==> src/rtl/decim_frame_buffer.sv <==
// ---------------------------------------------------------------------------
// decim_frame_buffer
//
// Purpose:
//   Decimates the one-cycle-pulsed output of the FIR low-pass stage (keeps the
//   first of every DECIM pulses), packs the kept samples into FRAME_LEN-sample
//   frames in a two-bank ping-pong buffer and streams completed frames, oldest
//   first, over a valid/ready interface.
//
// Ports:
//   clk_in           system clock
//   rst_in           asynchronous active-low reset
//   audio_in         signed filtered sample, qualified by valid_in
//   valid_in         one-cycle pulse per input sample
//   sample_out       signed decimated sample of the frame being streamed
//   sample_valid_out sample_out is valid
//   sample_ready_in  consumer accepts sample_out this cycle
//   frame_last_out   high with the final sample (index FRAME_LEN-1) of a frame
//   overflow_out     sticky: at least one decimated sample was dropped
//   clear_ovf_in     synchronous clear of overflow_out (a same-cycle drop wins)
// ---------------------------------------------------------------------------
module decim_frame_buffer #(
   parameter int WIDTH     = 16,
   parameter int DECIM     = 4,
   parameter int FRAME_LEN = 64
) (
   input  logic                    clk_in,
   input  logic                    rst_in,
   input  logic signed [WIDTH-1:0] audio_in,
   input  logic                    valid_in,
   output logic signed [WIDTH-1:0] sample_out,
   output logic                    sample_valid_out,
   input  logic                    sample_ready_in,
   output logic                    frame_last_out,
   output logic                    overflow_out,
   input  logic                    clear_ovf_in
);

   localparam int DC_W   = (DECIM > 1) ? $clog2(DECIM) : 1;
   localparam int IDX_W  = $clog2(FRAME_LEN);
   localparam int ADDR_W = IDX_W + 1;

   localparam logic [DC_W-1:0]  DC_LAST  = DC_W'(DECIM - 1);
   localparam logic [IDX_W-1:0] IDX_LAST = IDX_W'(FRAME_LEN - 1);

   localparam logic [1:0] ST_IDLE   = 2'd0;
   localparam logic [1:0] ST_LOAD   = 2'd1;
   localparam logic [1:0] ST_STREAM = 2'd2;

   // Both banks live in one array; the bank number is the address MSB.
   logic [WIDTH-1:0] bank_mem [0:2*FRAME_LEN-1];

   logic [DC_W-1:0]  decim_cnt_q, decim_cnt_d;
   logic [IDX_W-1:0] wr_idx_q, wr_idx_d;
   logic             wb_q, wb_d;
   logic [1:0]       full_q, full_d;
   logic             first_q, first_d;   // older of the two banks when both are full
   logic [1:0]       state_q, state_d;
   logic             rb_q, rb_d;
   logic [IDX_W-1:0] rd_idx_q, rd_idx_d;
   logic [WIDTH-1:0] sample_q, sample_d;
   logic             valid_q, valid_d;
   logic             last_q, last_d;
   logic             ovf_q, ovf_d;

   logic              kept;
   logic              handshake;
   logic [IDX_W-1:0]  rd_idx_inc;
   logic [1:0]        free_vec;
   logic [1:0]        full_free;
   logic              mem_we;
   logic [ADDR_W-1:0] mem_waddr;
   logic [WIDTH-1:0]  mem_wdata;

   always_comb begin
      decim_cnt_d = decim_cnt_q;
      wr_idx_d    = wr_idx_q;
      wb_d        = wb_q;
      full_d      = full_q;
      first_d     = first_q;
      state_d     = state_q;
      rb_d        = rb_q;
      rd_idx_d    = rd_idx_q;
      sample_d    = sample_q;
      valid_d     = valid_q;
      last_d      = last_q;
      ovf_d       = ovf_q;
      free_vec    = 2'b00;
      full_free   = full_q;
      mem_we      = 1'b0;
      mem_waddr   = {wb_q, wr_idx_q};
      mem_wdata   = audio_in;

      kept       = valid_in && (decim_cnt_q == '0);
      handshake  = valid_q && sample_ready_in;
      rd_idx_inc = rd_idx_q + IDX_W'(1);

      // ---------------- decimation counter ----------------
      if (valid_in) begin
         decim_cnt_d = (decim_cnt_q == DC_LAST) ? '0 : decim_cnt_q + DC_W'(1);
      end

      // ---------------- read side ----------------
      case (state_q)
         ST_IDLE: begin
            if (full_q != 2'b00) begin
               // A single full bank is its own index; with both full take the older one.
               rb_d     = (full_q == 2'b11) ? first_q : full_q[1];
               rd_idx_d = '0;
               state_d  = ST_LOAD;
            end
         end
         ST_LOAD: begin
            sample_d = bank_mem[{rb_q, {IDX_W{1'b0}}}];
            valid_d  = 1'b1;
            last_d   = 1'b0;   // frames have at least 4 samples, index 0 is never last
            state_d  = ST_STREAM;
         end
         ST_STREAM: begin
            if (handshake) begin
               if (rd_idx_q != IDX_LAST) begin
                  // Fetch the next sample now so it is presented with no bubble.
                  rd_idx_d = rd_idx_inc;
                  sample_d = bank_mem[{rb_q, rd_idx_inc}];
                  last_d   = (rd_idx_inc == IDX_LAST);
               end else begin
                  free_vec[rb_q] = 1'b1;
                  valid_d        = 1'b0;
                  last_d         = 1'b0;
                  state_d        = ST_IDLE;
               end
            end
         end
         default: state_d = ST_IDLE;
      endcase

      // ---------------- write side ----------------
      // A bank released this cycle is already writable: the free wins.
      full_free = full_q & ~free_vec;
      full_d    = full_free;

      ovf_d = clear_ovf_in ? 1'b0 : ovf_q;

      if (kept) begin
         if (full_free[wb_q]) begin
            // Target bank still holds an unread (or in-flight) frame: drop.
            ovf_d = 1'b1;
         end else begin
            mem_we = 1'b1;
            if (wr_idx_q == IDX_LAST) begin
               full_d[wb_q] = 1'b1;
               first_d      = full_free[~wb_q] ? ~wb_q : wb_q;
               wr_idx_d     = '0;
               wb_d         = ~wb_q;
            end else begin
               wr_idx_d = wr_idx_q + IDX_W'(1);
            end
         end
      end
   end

   // Sample storage: no reset, written only while its bank is not full.
   always_ff @(posedge clk_in) begin
      if (mem_we) begin
         bank_mem[mem_waddr] <= mem_wdata;
      end
   end

   always_ff @(posedge clk_in or negedge rst_in) begin
      if (!rst_in) begin
         decim_cnt_q <= '0;
         wr_idx_q    <= '0;
         wb_q        <= 1'b0;
         full_q      <= 2'b00;
         first_q     <= 1'b0;
         state_q     <= ST_IDLE;
         rb_q        <= 1'b0;
         rd_idx_q    <= '0;
         sample_q    <= '0;
         valid_q     <= 1'b0;
         last_q      <= 1'b0;
         ovf_q       <= 1'b0;
      end else begin
         decim_cnt_q <= decim_cnt_d;
         wr_idx_q    <= wr_idx_d;
         wb_q        <= wb_d;
         full_q      <= full_d;
         first_q     <= first_d;
         state_q     <= state_d;
         rb_q        <= rb_d;
         rd_idx_q    <= rd_idx_d;
         sample_q    <= sample_d;
         valid_q     <= valid_d;
         last_q      <= last_d;
         ovf_q       <= ovf_d;
      end
   end

   assign sample_out       = sample_q;
   assign sample_valid_out = valid_q;
   assign frame_last_out   = last_q;
   assign overflow_out     = ovf_q;

endmodule

==> config.mk <==
export PLATFORM = sky130hd
export DESIGN_NAME = decim_frame_buffer
export DESIGN_NICKNAME = d
export VERILOG_FILES = /design/src/rtl/decim_frame_buffer.sv
export SDC_FILE = /design/constraint.sdc
export NUM_CORES = 2
export LEC_CHECK = 0
export BUFFER_PORTS_ARGS = -buffer_cell sky130_fd_sc_hd__buf_4
export CAP_MARGIN = 5
export CORE_MARGIN = 1
export CORE_UTILIZATION = 49
export DETAILED_ROUTE_END_ITERATION = 12
export GPL_TIMING_DRIVEN = 0
export PLACE_DENSITY = 0.73
export SETUP_SLACK_MARGIN = 0.15
export SYNTH_ARGS = -nofsm -noshare
export SYNTH_HDL_FRONTEND = slang
export SYNTH_SLANG_ARGS = --single-unit
==> constraint.sdc <==
create_clock -name clk_in -period 8.3 [get_ports clk_in]
set_input_delay 0.415 -clock clk_in [delete_from_list [all_inputs] [get_ports clk_in]]
set_output_delay 0.415 -clock clk_in [all_outputs]
set_load 0.02 [all_outputs]
* After elaboration in Yosys (flattened, before gate mapping) *
Memory sizes are Yosys's and may differ from the RTL's.
Cells that the tools add are included.

operators by class
  order comparisons = 5
  equality and inequality tests = 11
  bitwise logic cells = 5
  reduce and logical (&&, ||, !) cells = 17
  add/sub/neg operators = 3
  muxes and demuxes = 42

operators with widths
  cell                                                        count
  two-way mux 16 bit                                          2
  case mux 16 bit (2 select lines)                            1
  two-way mux 6 bit                                           4
  two-way mux 2 bit                                           10
  two-way mux 1 bit                                           19
  adder 6 x 1 -> 6 bit, second input constant                 2
  equality test 6 bit, second input constant                  2
  case mux 6 bit (2 select lines)                             1
  AND reduction 3 bit                                         4
  != test 2 bit, second input constant                        4
  equality test 2 bit, second input constant                  3
  less-than comparator 1 x 2 -> 1 bit, second input constant  3
  != test 6 bit, second input constant                        1
  case mux 2 bit (3 select lines)                             1
  AND reduction 2 bit                                         3
  nonzero test 2 bit                                          3
  logical AND 1 bit                                           4
  zero test 2 bit                                             2
  case mux 1 bit (2 select lines)                             2
  AND reduction 4 bit                                         1
  adder 2 x 1 -> 2 bit, second input constant                 1
  AND 2 bit                                                   1
  demux 1 bit (select 1 bit)                                  2
  equality test 2 x 1 -> 1 bit, second input constant         1
  4 further kinds                                             6

storage, ports and cells
  logic and storage cells = 96
  input bits = 21
  output and inout bits = 19
  memories = 1
  register bits = 40
  memory bits (writable) = 2048

memories
  name      words  width  read ports  clocked after memory_dff  wr ports  line  RTL
  bank_mem  128    16     2           0                         1         51    logic [WIDTH-1:0] bank_mem [0:2*FRAME_LEN-1];

* Depth between registers and ports, before layout *
  depth in word-level cells = 15
  mapped depth = 17
  mapped depth without buffers = 9

* Least setup slack after synthesis *
Ideal clock, no wire load.

  path type = register to register
  start point = register rd_idx_q[0]
  end point = register sample_q[6], in the netlist sample_out[6]
  slack = 4.521 ns
  arrival time = 3.653 ns
  setup time = 0.126 ns
  buffers on the path = 8
  period minus slack after synthesis = 3.779 ns
  cell stages (with the launch flop) = 17
  data required time = 8.174 ns
  cell sequence = dfrtp_1 buf_2 buf_2 buf_6 buf_6 clkinv_1 ha_1 buf_2 buf_2 buf_1 buf_1 mux4_2 nand2_1 nand3_1 a31oi_1 o22ai_1 o32a_1

on the way
  word-level cells in the longest chain between the ends = 5
  elaborated cells on any way between the ends = 8
  classes of those cells = 1 x add/sub; 2 x eq/ne; 3 x mux; 1 x reduce/logical; 1 x memory

ends and longest elaborated chain
  what                              line  RTL
  start: declaration                60    logic [IDX_W-1:0] rd_idx_q, rd_idx_d;
  start signal: assignment          191   rd_idx_q <= rd_idx_d;
  adder 6 x 1 -> 6 bit              96    rd_idx_inc = rd_idx_q + IDX_W'(1);
  memory (128 x 16 bit)             -
  two-way mux 16 bit                121   if (rd_idx_q != IDX_LAST) begin
  two-way mux 16 bit                120   if (handshake) begin
  case mux 16 bit (2 select lines)  104   case (state_q)
  end signal: assignment            192   sample_q <= sample_d;
  end: declaration                  61    logic [WIDTH-1:0] sample_q, sample_d;

Parallel ways exist; a longest one is shown, timed or not. The select of a mux whose other input is x is not followed.
A chain may end at the register's enable or synchronous reset.

* Worst setup path after layout *
  start point = register rd_idx_q[0]
  end point = register sample_q[9], in the netlist sample_out[9]

The elaborated chain is that of the path after synthesis.

==> key figures <==
Clocking
  – Maximum clock insertion buffer count: 3
  – Post_cts resized: 0
  – Post CTS Setup Buffer Count: 0
  – Root buf cell: clkbuf_16
  – Worst-skew pair later-pin latency: 0.87 ns
  – Htree depth: 4
  – TritonCTS buffer count: 203
  – CTS tree: built
  – Hold buffers post-CTS: 5
  – Clock sinks: 2088
  – Clock transition at path regs: 0.07 ns

Timing
  – Worst-margin pin slew: 1.528 ns
  – Final hold viol count: 0
  – Final count of pins violating max slew: 22
  – F_max: 131.6 MHz
  – Final period util: 0.9158
  – Skew final: 0.05538 ns
  – Worst rel slew slack: -0.01898
  – Min Tclk post-route: 7.601 ns
  – RSZ-0062 raised after global routing: no
  – Setup violators final: 0
  – Fin Setup TNS: 0 ns

Global routing
  – Remaining global-route overflow: 0
  – First-pass GRT wire length: 355.8 mm
  – Initial antenna violation count: 21
  – Vias in the first global route: 43430
  – Total Routing Usage GR: 0.3153
  – Largest net degree at the start of global routing: 129

Run
  – Max-Cap Viols: 2

Critical path
  – Crit end category: flop
  – R2R Setup Slk: 0.70 ns
  – WS Path Type: flop to flop
  – CP startpoint kind: flop
  – CP arrival: 8.33 ns
  – CP max FO: 10
  – Worst EP required: 9.03 ns

Final layout
  – Non-filler instance count after layout: 6653
  – FF/Latch Area: 0.06250 mm²
  – Fin util: 0.5763
  – Final nets: 4317
  – Multi-input gate area: 0.01773 mm²
  – Fillers: 11450
  – Area Growth Syn to Fin: 16.28%
  – Share of cells above drive strength 1: 0.2880

Logic synthesis
  – Sequential share of the synthesized area: 0.7713
  – Synth Register Bits: 2088
  – Syn nets: 3914
  – Yosys warning total: 0
  – Asr flop ratio synth: 0.01916
  – Avg Inst Size Synth: 20.84 µm²
  – Cell count after synthesis: 3888
  – Synthesized cell area: 0.08103 mm²
  – EDFF count, synth: 2048
  – Yosys cell types: 64
  – Dominant synthesized flop cell: edfxtp_1

Drt
  – Avg WL per Cell: 39.46 µm
  – Via density: 6.785
  – DR iter-0 viols: 8594
  – Drt pass-1 iters: 9
  – Routed WL: 262.5 mm
  – Post-route DRC: 0
  – Routed Antenna Nets: 0
  – Detailed-route via count: 45140

Placement
  – RePlAce Congestion: 0.9988
  – I/O Buffers: 39
  – Placed cell count: 6240
  – Detail Placement HPWL: 174.1 mm

Floorplan
  – Die height: 408.7 µm
  – Die X: 408.7 µm
  – Row count: 148
  – Die area: 0.1670 mm²
  – Top-level port count: 40
  – Initial Util: 0.4956
  – Total core area: 0.1635 mm²

Run status
  – Violated checks: capacitance limit, slew limit
  – Outcome: complete, but fails checks

Power
  – Worst VDD drop: 219.8 µV
  – Leakage: 29.66 nW
  – Pwr Total: 21.52 mW
  – PD cells: 228.4 mW/mm²

Hold path
  – Worst hold path class: input pin to flop
-- where the power goes --
part / switching, mW / internal, mW
Sequential: 0.0351 / 11.7
Combinational: 0.449 / 0.118
Clock: 4.04 / 5.21
-- final timing paths --
path / from / endpoint / cells past startpoint
setup / recovery: rd_idx_q[0]$_DFFE_PN0P_ / sample_out[9]$_DFFE_PN0P_ / 16
hold / removal: audio_in[9] / bank_mem[49][9]$_DFFE_PP_ / 1
setup reg to reg: rd_idx_q[0]$_DFFE_PN0P_ / sample_out[9]$_DFFE_PN0P_ / 16
hold reg to reg: first_q$_DFFE_PN0P_ / first_q$_DFFE_PN0P_ / 2
max in group asynchronous: rst_in / decim_cnt_q[1]$_DFFE_PN0P_ / 2
min in group asynchronous: rst_in / sample_out[0]$_DFFE_PN0P_ / 2
-- final cells by class --
type / count / share of cell area
sequential: 2088 / 0.6633
multi-input combinational: 1572 / 0.1882
clock buffer: 265 / 0.05792
timing repair buffer: 198 / 0.03649
tap: 2175 / 0.02888
clock inverter: 114 / 0.01273
buffer: 219 / 0.01179
inverter: 9 / 0.0003585
antenna: 13 / 0.0003453
-- cells in the mapped netlist, drive strengths merged, types with 3 or more instances --
cell / n / area (µm²)
clkbuf: 86 / 322.8
nor3: 9 / 45.04
buf: 133 / 775.7
nand2b: 5 / 31.28
and2: 3 / 18.77
mux2: 6 / 67.56
o211ai: 4 / 30.03
inv: 8 / 30.03
o221ai: 4 / 35.03
o21ai: 37 / 185.2
nor2b: 12 / 75.07
and3: 5 / 32.53
mux2i: 35 / 350.3
a31oi: 11 / 68.82
edfxtp: 2048 / 61500
xnor2: 7 / 95.09
a2111oi: 4 / 36.29
dfrtp: 40 / 1001
a211o: 9 / 78.83
ha: 5 / 62.56
xor2: 3 / 33.79
o22ai: 17 / 106.4
a311oi: 4 / 35.03
nand2: 400 / 1506
nor2: 150 / 565.6
nand4: 99 / 619.3
a21oi: 20 / 100.1
mux4: 542 / 12210
nor4: 4 / 25.02
nand3: 153 / 770.7
-- routing by layer --
metal / wire length (µm) / vias to the layer above / global-route usage
li1: - / 16890 / -
met1: 89600 / 23320 / 0.4181
met2: 115300 / 4121 / 0.4543
met3: 39720 / 795 / 0.1089
met4: 17740 / 16 / 0.1840
met5: 104 / - / 0
-- critical path, stage by stage (launching register included) --
cell and delay, ns:
dfrtp_1 0.36, buf_2 0.15, buf_2 0.53, buf_6 0.38
buf_6 0.29, clkinv_1 0.48, ha_1 0.48, buf_2 0.24
buf_2 0.58, clkbuf_1 1.06, clkbuf_1 0.70, mux4_2 0.41
nand2_1 0.08, nand3_1 0.08, nand3_1 0.46, nand4_1 0.62
a211o_1 0.47
-- state kept, by name, indices dropped and copies added (netlist names), 2 cells and up --
name         cells
bank_mem      2048
wr_idx_q         6
state_q          2
sample_out      16
rd_idx_q         6
decim_cnt_q      2
full_q           2
-- logic make-up after synthesis --
kind of cell,after synthesis,share of synthesized area
AND/OR/NAND/NOR,846,0.04615
AO/OA/AOI/OAI,128,0.01038
flip-flops,2088,0.7713
adder cells (fa/ha/maj),5,0.0007721
multiplexers,583,0.1558
buffers and inverters,228,0.01397
XOR/XNOR,10,0.001591
-- placed cells by master (no fill, tap or decap), types with 56 or more instances in the layout --
cell type / instances
nand3_1: 152
nand4_1: 99
nor2_2: 129
nand2_1: 398
edfxtp_1: 2048
buf_4: 56
buf_16: 62
clkbuf_1: 130
mux4_2: 542
buf_2: 79
buf_8: 89
clkbuf_16: 207
-- stage by stage --
step,worst slack (ns),hold slack [ns],area [µm²]
global route,0.7045,0.01950,94190
global placement,0.6420,0.4854,84040
floorplan,4.521,0.1194,81030
finish,0.6988,0.02224,94220
detailed placement,0.6530,0.4874,87110
CTS,0.6214,0.1264,93820
No activity file was read; power rests on OpenSTA's default activity.
